--- config.mk ---
export PLATFORM = sky130hd
export DESIGN_NAME = stream_mux_rr
export DESIGN_NICKNAME = d
export VERILOG_FILES = /design/src/rtl/stream_mux_rr_pkg.sv /design/src/rtl/stream_mux_rr_arbiter.sv /design/src/rtl/stream_mux_rr.sv
export SDC_FILE = /design/constraint.sdc
export NUM_CORES = 1
export LEC_CHECK = 0
export CAP_MARGIN = 20
export CORE_MARGIN = 5
export CORE_UTILIZATION = 44
export DETAILED_ROUTE_END_ITERATION = 12
export PLACE_DENSITY = 0.92
export SLEW_MARGIN = 10
export SYNTH_ARGS = -nofsm -noshare
export SYNTH_HDL_FRONTEND = slang
export SYNTH_SLANG_ARGS = --single-unit
--- constraint.sdc ---
create_clock -name clk -period 6.05 [get_ports clk]
set_input_delay 1.21 -clock clk [delete_from_list [all_inputs] [get_ports clk]]
set_output_delay 1.21 -clock clk [all_outputs]
set_load 0.02 [all_outputs]
--- src/rtl/stream_mux_rr_pkg.sv ---
// Shared definitions for the stream_mux_rr selector and its arbiter.
package stream_mux_rr_pkg;

    // Channel-selection mode as driven on the mode input.
    typedef enum logic {
        MODE_FIXED = 1'b0,
        MODE_RR    = 1'b1
    } mode_e;

endpackage

--- src/rtl/stream_mux_rr_arbiter.sv ---
// Combinational round-robin arbiter: the requesting channel closest after ptr
// (wrapping modulo CHANNELS) wins. ptr itself has the lowest priority.
module rr_arbiter #(
    parameter int unsigned CHANNELS = 4,
    parameter int unsigned SEL_W    = 2
) (
    input  logic [CHANNELS-1:0] req,
    input  logic [SEL_W-1:0]    ptr,
    output logic [SEL_W-1:0]    grant,
    output logic                grant_valid
);

    // Pick the requester with the smallest forward distance from ptr+1.
    always_comb begin
        int unsigned best_d;
        int unsigned d;
        grant       = '0;
        grant_valid = 1'b0;
        best_d      = CHANNELS;
        for (int unsigned i = 0; i < CHANNELS; i++) begin
            d = (i + 2 * CHANNELS - 1 - 32'(ptr)) % CHANNELS;
            if (req[i] && d < best_d) begin
                best_d      = d;
                grant       = SEL_W'(i);
                grant_valid = 1'b1;
            end
        end
    end

endmodule

--- src/rtl/stream_mux_rr.sv ---
// N:1 stream selector with fixed-select and round-robin modes, valid/ready
// handshake on every channel and a single registered output stage.
module stream_mux_rr
    import stream_mux_rr_pkg::*;
#(
    parameter int unsigned WIDTH    = 8,
    parameter int unsigned CHANNELS = 4,
    parameter int unsigned SEL_W    = 2,
    parameter int unsigned CNT_W    = 16
) (
    input  logic                      clk,
    input  logic                      rst_n,
    input  logic                      mode,
    input  logic [SEL_W-1:0]          sel,
    input  logic [CHANNELS*WIDTH-1:0] in_data,
    input  logic [CHANNELS-1:0]       in_valid,
    output logic [CHANNELS-1:0]       in_ready,
    output logic [WIDTH-1:0]          out_data,
    output logic [SEL_W-1:0]          out_chan,
    output logic                      out_valid,
    input  logic                      out_ready,
    output logic [CNT_W-1:0]          beat_cnt
);

    logic [SEL_W-1:0] rr_ptr;
    logic [SEL_W-1:0] rr_grant;
    logic             rr_valid;
    logic [SEL_W-1:0] fix_grant;
    logic             fix_valid;
    logic [SEL_W-1:0] grant;
    logic             grant_valid;
    logic             load;
    logic             accept;
    logic [WIDTH-1:0] grant_data;

    rr_arbiter #(
        .CHANNELS (CHANNELS),
        .SEL_W    (SEL_W)
    ) u_arbiter (
        .req         (in_valid),
        .ptr         (rr_ptr),
        .grant       (rr_grant),
        .grant_valid (rr_valid)
    );

    // Fixed-mode grant; an out-of-range sel matches no channel and grants nothing.
    always_comb begin
        fix_grant = '0;
        fix_valid = 1'b0;
        for (int unsigned i = 0; i < CHANNELS; i++) begin
            if (32'(sel) == i && in_valid[i]) begin
                fix_grant = SEL_W'(i);
                fix_valid = 1'b1;
            end
        end
    end

    // Mode mux, handshake and the data path into the output register.
    always_comb begin
        if (mode == MODE_RR) begin
            grant       = rr_grant;
            grant_valid = rr_valid;
        end else begin
            grant       = fix_grant;
            grant_valid = fix_valid;
        end
        load       = !out_valid || out_ready;
        accept     = load && grant_valid;
        grant_data = '0;
        in_ready   = '0;
        for (int unsigned i = 0; i < CHANNELS; i++) begin
            if (grant == SEL_W'(i)) begin
                grant_data  = in_data[i*WIDTH +: WIDTH];
                in_ready[i] = rst_n && accept;
            end
        end
    end

    // Output register, accepted-beat counter and round-robin pointer.
    always_ff @(posedge clk or negedge rst_n) begin
        if (!rst_n) begin
            out_valid <= 1'b0;
            out_data  <= '0;
            out_chan  <= '0;
            beat_cnt  <= '0;
            rr_ptr    <= SEL_W'(CHANNELS - 1);
        end else if (load) begin
            if (grant_valid) begin
                out_valid <= 1'b1;
                out_data  <= grant_data;
                out_chan  <= grant;
                beat_cnt  <= beat_cnt + 1'b1;
                if (mode == MODE_RR) begin
                    rr_ptr <= grant;
                end
            end else begin
                out_valid <= 1'b0;
            end
        end
    end

endmodule

==> metrics.txt, run 1 <==
dpl hpwl 3900 µm; Global Route met1 Usage 24.7%; total power 0.00115 W; area of the mapped netlist 1900 µm²; register area share after synthesis 38.4%; die area 5720 µm²; R2R Setup Slk 1.25 ns; Post-synth EDFFs 0; CTS tree done; Cell Chain, Critical Path clkdlybuf4s50_1 -> nand2_1 -> ha_1 -> a21o_1 -> nand2_1 -> nand2_1 -> nand2_1 -> o21ai_2 -> ha_2 -> o22ai_1 -> a22oi_2 -> mux2_2 -> ha_4 -> o211ai_2 -> a31oi_2 -> o31ai_2 -> nor3_1 -> buf_2; total congestion overflow 0; Fin Setup TNS 0 ns; antenna cells 0; Root Buffer clkbuf_8; clock sinks 29; initial antenna violation count 0; YS warnings 0; share of post-route cells with drive strength above 1 20.3%; core area 4090 µm²; Switch Pwr 0.000489 W; area grow syn2layout 45.5%; ys flop type dfrtp_1; CP startpoint kind input pin; first-pass GRT wire length 8240 µm; total track usage 19.4%; Setup Viol. Count Final 0; status finished clean; CP dominant cell by count nand2_1; Detailed Route WL 5250 µm; worst-case clock buffer depth 2; maximum vdd drop 0.236 mV; DRT iter0 DRCs 99; Worst-path clk slew 0.06 ns; Sw Ratio 42.3%; met3 Usage GRT 3.96%; CP max-delay cell clkdlybuf4s50_1; Pleak 1.16 nW; crit-path leading delay family compound AO/OA/AOI/OAI gates; cell internal pwr 0.000666 W; pwr dens 419 nW/µm²; placed cell area 2650 µm²; Final nets 311; cts hold-fix bufs 0; worst hold path type flop to flop; Mapped Nets 232; post-route ant nets 0; CP required 4.84 ns; Clk pwr share 13.3%; Comb pwr share 59.5%; Final Cell Area 2760 µm²; largest net degree at the start of global routing 31; Data arrival, critical path 4.64 ns; crit path max fanout 3; CP max stage delay 0.47 ns; Synth cell types 47; clock latency on the worst-skew pair 0.28 ns; Std-Cell Rows 23; Filler cells 336; htree depth 2; setup ws final 0.197 ns; buffers plus inverters on the worst setup path 2; # port buffers 72; Cells after Synth 186; Final Max Slew Viols 0; I/O Pins 73; vias in the first global route 1695; drt first pass iters 4; global-route met2 utilization 31.8%; drt wl/cell 16.6 µm; Sequential Power Share 27.2%; critical path class input pin to output port; dpl ws -0.341 ns; Seq cells post-synth 29; vias per inst 5.56; final hold violations 0; Die Y 75.6 µm; slew margin rel. 42.5%; worst slew pin tran 0.863 ns; via count 1756; DRC 0; final period utilization 96.7%; Setup Skew 0.00262 ns; Die X 75.6 µm; utilization after layout 67.5%; gpl congestion 0.929; Final min period 5.85 ns; Avg Cell Area, Syn 10.2 µm²; maximum achievable frequency 171 MHz; TritonCTS buffer count 5; global route hottest layer met2; initial core utilization 46.4%; crit end category output port; Max-cap violations 0; Async SR Flop Fraction 100%
registers in the layout, summed over array words and instances (netlist names):
| name | count |
|---|---|
| beat_cnt | 16 |
| out_chan | 2 |
| out_data | 8 |
| out_valid | 1 |
| rr_ptr | 2 |
worst register-to-register path, stage by stage, from the launching register on:
cell and delay [ns]:
dfstp_2 0.59, xnor2_1 0.22, inv_1 0.13, ha_1 0.32, a21o_1 0.19, nand2_1 0.06
nand2_1 0.07, nand2_1 0.09, o21ai_2 0.06, ha_2 0.33, o22ai_1 0.09, a22oi_2 0.19
mux2_2 0.38, ha_4 0.23, inv_1 0.05, a31oi_1 0.03, o211ai_1 0.27, buf_4 0.16
buf_4 0.11, and3b_1 0.72, a221oi_1 0.20, o21ai_1 0.22
what timing repair did:
action	CTS	global route
pin swaps	0	3
buffers inserted	0	1
hold endpoints to repair	0	0
resized for setup	17	11
endpoints found under the setup margin	4	4
layer usage:
layer	share of wire [%]	wire, µm
met3	6.6	347
met4	2.3	123
met5	0	0
met2	48	2540
met1	43	2240
stage by stage:
stage	hold WS (ns)	cells
after floorplan	0.492	186
after global placement	0.459	307
after detailed placement	0.474	307
after CTS	0.483	315
after global routing	0.502	316
final	0.475	316
synthesized netlist by cell type (2+ instances only):
library cell	count	share of area [%]
a21o_1	3	1.2
a21oi_1	4	1.1
a21oi_4	2	1.7
a221oi_1	6	2.8
a221oi_2	10	7.9
a31oi_1	2	0.66
buf_4	4	1.6
buf_6	4	2.4
dfrtp_1	27	36
dfstp_2	2	2.8
ha_1	4	2.6
inv_1	8	1.6
mux2_2	3	1.8
nand2_1	30	5.9
nand2b_1	4	1.3
nand3_1	4	1.1
nand4_1	4	1.3
nor2_1	7	1.4
nor3_1	5	1.3
o21ai_0	3	0.79
o21ai_1	10	2.6
xnor2_1	12	5.5
xor2_1	4	1.8
power groups by stage:
| stage | sequential (W) | combinational [W] | clock (W) |
|---|---|---|---|
| 4_1_cts | 0.000314 | 0.000653 | 0.000158 |
| 3_5_place_dp | 0.000316 | 0.000646 | 0 |
| 2_1_floorplan | 0.000373 | 0.000348 | 0 |
| 6_report | 0.000314 | 0.000686 | 0.000154 |
| 5_1_grt | 0.000324 | 0.000746 | 0.000168 |
| 3_3_place_gp | 0.000312 | 0.000624 | 0 |
cell type report:
cell class                 instances  area (µm²)  share of cell area (%)
clock buffer                       6        72.6                    2.63
clock inverter                     2        10.0                   0.363
inverter                           8        30.0                    1.09
multi-input combinational        139        1080                    39.0
sequential                        29         728                    26.4
tap                               50        62.6                    2.27
timing repair buffer              82         778                    28.2
path summary, 6_finish.rpt:
kind	from	end	depth (start not counted)
worst min-delay path	beat_cnt[15]	beat_cnt[15]	1
worst max register to register	rr_ptr[0]	out_data[3]	21
worst max-delay path	in_valid[0]	in_ready[0]	18
min in group asynchronous	rst_n	beat_cnt[13]	2
max in group asynchronous	rst_n	rr_ptr[0]	2
worst min register to register	beat_cnt[15]	beat_cnt[15]	1
cells by family after synthesis:
group | share of synthesized area (%)
and+or+nand+nor | 16.7
AOI/OAI and AO/OA | 25.2
xor gates and xnor gates | 7.39
buffers and inverters | 6.53
DFF | 38.4
adders and majority gates | 2.64
muxes | 3.10
placed cells by master (no fill, tap or decap), types with 3 or more instances in the layout:
cell type | netlist | routed
a21o_1 | 3 | 3
a21oi_1 | 4 | 4
a221oi_1 | 6 | 6
a221oi_2 | 10 | 10
buf_2 | 0 | 3
buf_4 | 4 | 11
clkbuf_8 | 0 | 5
clkdlybuf4s50_1 | 0 | 68
dfrtp_1 | 27 | 27
inv_1 | 8 | 8
mux2_2 | 3 | 3
nand2_1 | 30 | 30
nand2b_1 | 4 | 4
nand3_1 | 4 | 4
nand4_1 | 4 | 4
nor2_1 | 7 | 7
nor3_1 | 5 | 4
o21ai_1 | 10 | 10
xnor2_1 | 12 | 12
xor2_1 | 4 | 4
Power figures use the tool's default switching activity.
==> inputs of run 2 (changes only) <==
SETUP_SLACK_MARGIN = 0.02   (was not set)
SLEW_MARGIN = not set   (was 10)
==> run 2 against run 1 <==
Net effect: register-to-register slack gained 0.04 ns; maximum frequency grew 0.59%; critical path depth grew 1; critical path type unchanged.
==> metrics.txt, run 2 (same netlist as run 1, synthesis figures left out) <==
Sequential Power Share 26.8%; CTS tree done; maximum vdd drop 0.236 mV; maximum achievable frequency 172 MHz; vias in the first global route 1695; Hold Path Sink beat_cnt[15]; Switch Pwr 0.000496 W; utilization after layout 68.0%; Pleak 1.17 nW; slew margin rel. 43.9%; status finished clean; Setup Skew 0.00278 ns; area grow syn2layout 46.5%; final period utilization 96.2%; antenna cells 0; via count 1720; TritonCTS buffer count 5; Sw Ratio 42.4%; Data arrival, critical path 4.61 ns; total congestion overflow 0; R2R Setup Slk 1.29 ns; Final Cell Area 2780 µm²; most common cell after layout, fill and taps aside clkdlybuf4s50_1; Die X 75.6 µm; pwr dens 421 nW/µm²; Final min period 5.82 ns; Root Buffer clkbuf_8; gpl congestion 0.929; Clk pwr share 13.2%; Largest register FFs 16; Top reg by flops beat_cnt; # port buffers 72; clock sinks 29; placed insts 307; first-pass GRT wire length 8240 µm; Final Max Slew Viols 0; share of post-route cells with drive strength above 1 20.7%; post-route insts no fill 316; worst slew pin tran 0.841 ns; largest net degree at the start of global routing 31; Largest regs beat_cnt (16), out_data (8); drt wl/cell 16.6 µm; Die Y 75.6 µm; Setup Viol. Count Final 0; drt first pass iters 4; crit path from in_valid[0]; HP Start beat_cnt[15]; worst hold path type flop to flop; I/O Pins 73; htree depth 2; initial antenna violation count 0; most frequent cells in the layout 68 x clkdlybuf4s50_1, 30 x nand2_1, 27 x dfrtp_1; RSZ-0062 raised after global routing false; Worst-path clk slew 0.06 ns; Max-cap violations 0; Final nets 311; crit path max fanout 3; total track usage 19.4%; crit end category output port; final hold violations 0; cell internal pwr 0.000674 W; worst-case clock buffer depth 2; CP required 4.84 ns; WHS 0.475 ns; R2R Path End out_data[3]; vias per inst 5.44; core area 4090 µm²; Detailed Route WL 5260 µm; CP startpoint kind input pin; DRT iter0 DRCs 96; dpl hpwl 3900 µm; post-route ant nets 0; DRC 0; initial core utilization 46.4%; Comb pwr share 59.9%; clock latency on the worst-skew pair 0.28 ns; Reg-to-Reg Start rr_ptr[0]; Worst Reg-to-Reg Cells 21; critical path class input pin to output port; hold path depth 1; placed cell area 2650 µm²; Std-Cell Rows 23; die area 5720 µm²
run 2: power groups by stage:
stage | logic, W | clock network, W | registers (W)
4_1_cts | 0.000654 | 0.000158 | 0.000314
3_5_place_dp | 0.000646 | 0 | 0.000316
2_1_floorplan | 0.000348 | 0 | 0.000373
5_1_grt | 0.000759 | 0.000168 | 0.000324
3_3_place_gp | 0.000624 | 0 | 0.000312
6_report | 0.000701 | 0.000155 | 0.000314
run 2: worst max path at each step:
stage | depth (start not counted) | endpoint
2_1_floorplan | 17 | in_ready[1]
3_3_place_gp | 18 | in_ready[3]
3_5_place_dp | 17 | in_ready[0]
4_1_cts | 18 | in_ready[0]
5_1_grt | 19 | in_ready[1]
6_report | 19 | in_ready[0]
run 2: routing by layer:
layer	wire length (µm)	vias to the layer above	track usage [%]
met5	0	-	0
met4	109	0	8.16
met3	359	8	3.96
met2	2510	58	31.8
met1	2290	815	24.7
li1	-	839	-
run 2: area by class of cell:
class,count,area [µm²]
clock buffer,6,72.6
clock inverter,2,10.0
fill,335,1310
inverter,8,30.0
multi-input combinational,139,1090
sequential,29,728
tap,50,62.6
timing repair buffer,82,781
run 2: worst max-delay path: stages:
cell             delay (ns)
clkdlybuf4s50_1        0.47
nand2_1                0.07
ha_1                   0.29
a21o_1                 0.19
nand2_1                0.06
nand2_1                0.07
nand2_1                0.09
o21ai_2                0.07
ha_2                   0.33
o22ai_1                0.09
a22oi_2                0.22
mux2_4                 0.34
ha_4                   0.28
inv_1                  0.04
a31oi_1                0.12
o211ai_1               0.16
and2_4                 0.17
nor3_1                 0.15
buf_2                  0.19
run 2: timing repair:
| action | CTS | global route |
|---|---|---|
| setup endpoints to repair | 4 | 4 |
| pin swaps | 0 | 4 |
| setup buffers | 0 | 1 |
| endpoints found under the hold margin | 0 | 0 |
| hold buffers | 0 | 0 |
| resized for setup | 18 | 14 |
run 2: stage by stage:
stage	setup WS, ns	power, W	TNS (ns)
after CTS	0.0844	0.00113	0
after global placement	-0.198	0.000937	-0.768
final	0.231	0.00117	0
after floorplan	0.303	0.000721	0
after detailed placement	-0.341	0.000962	-1.32
after global routing	0.0177	0.00125	0
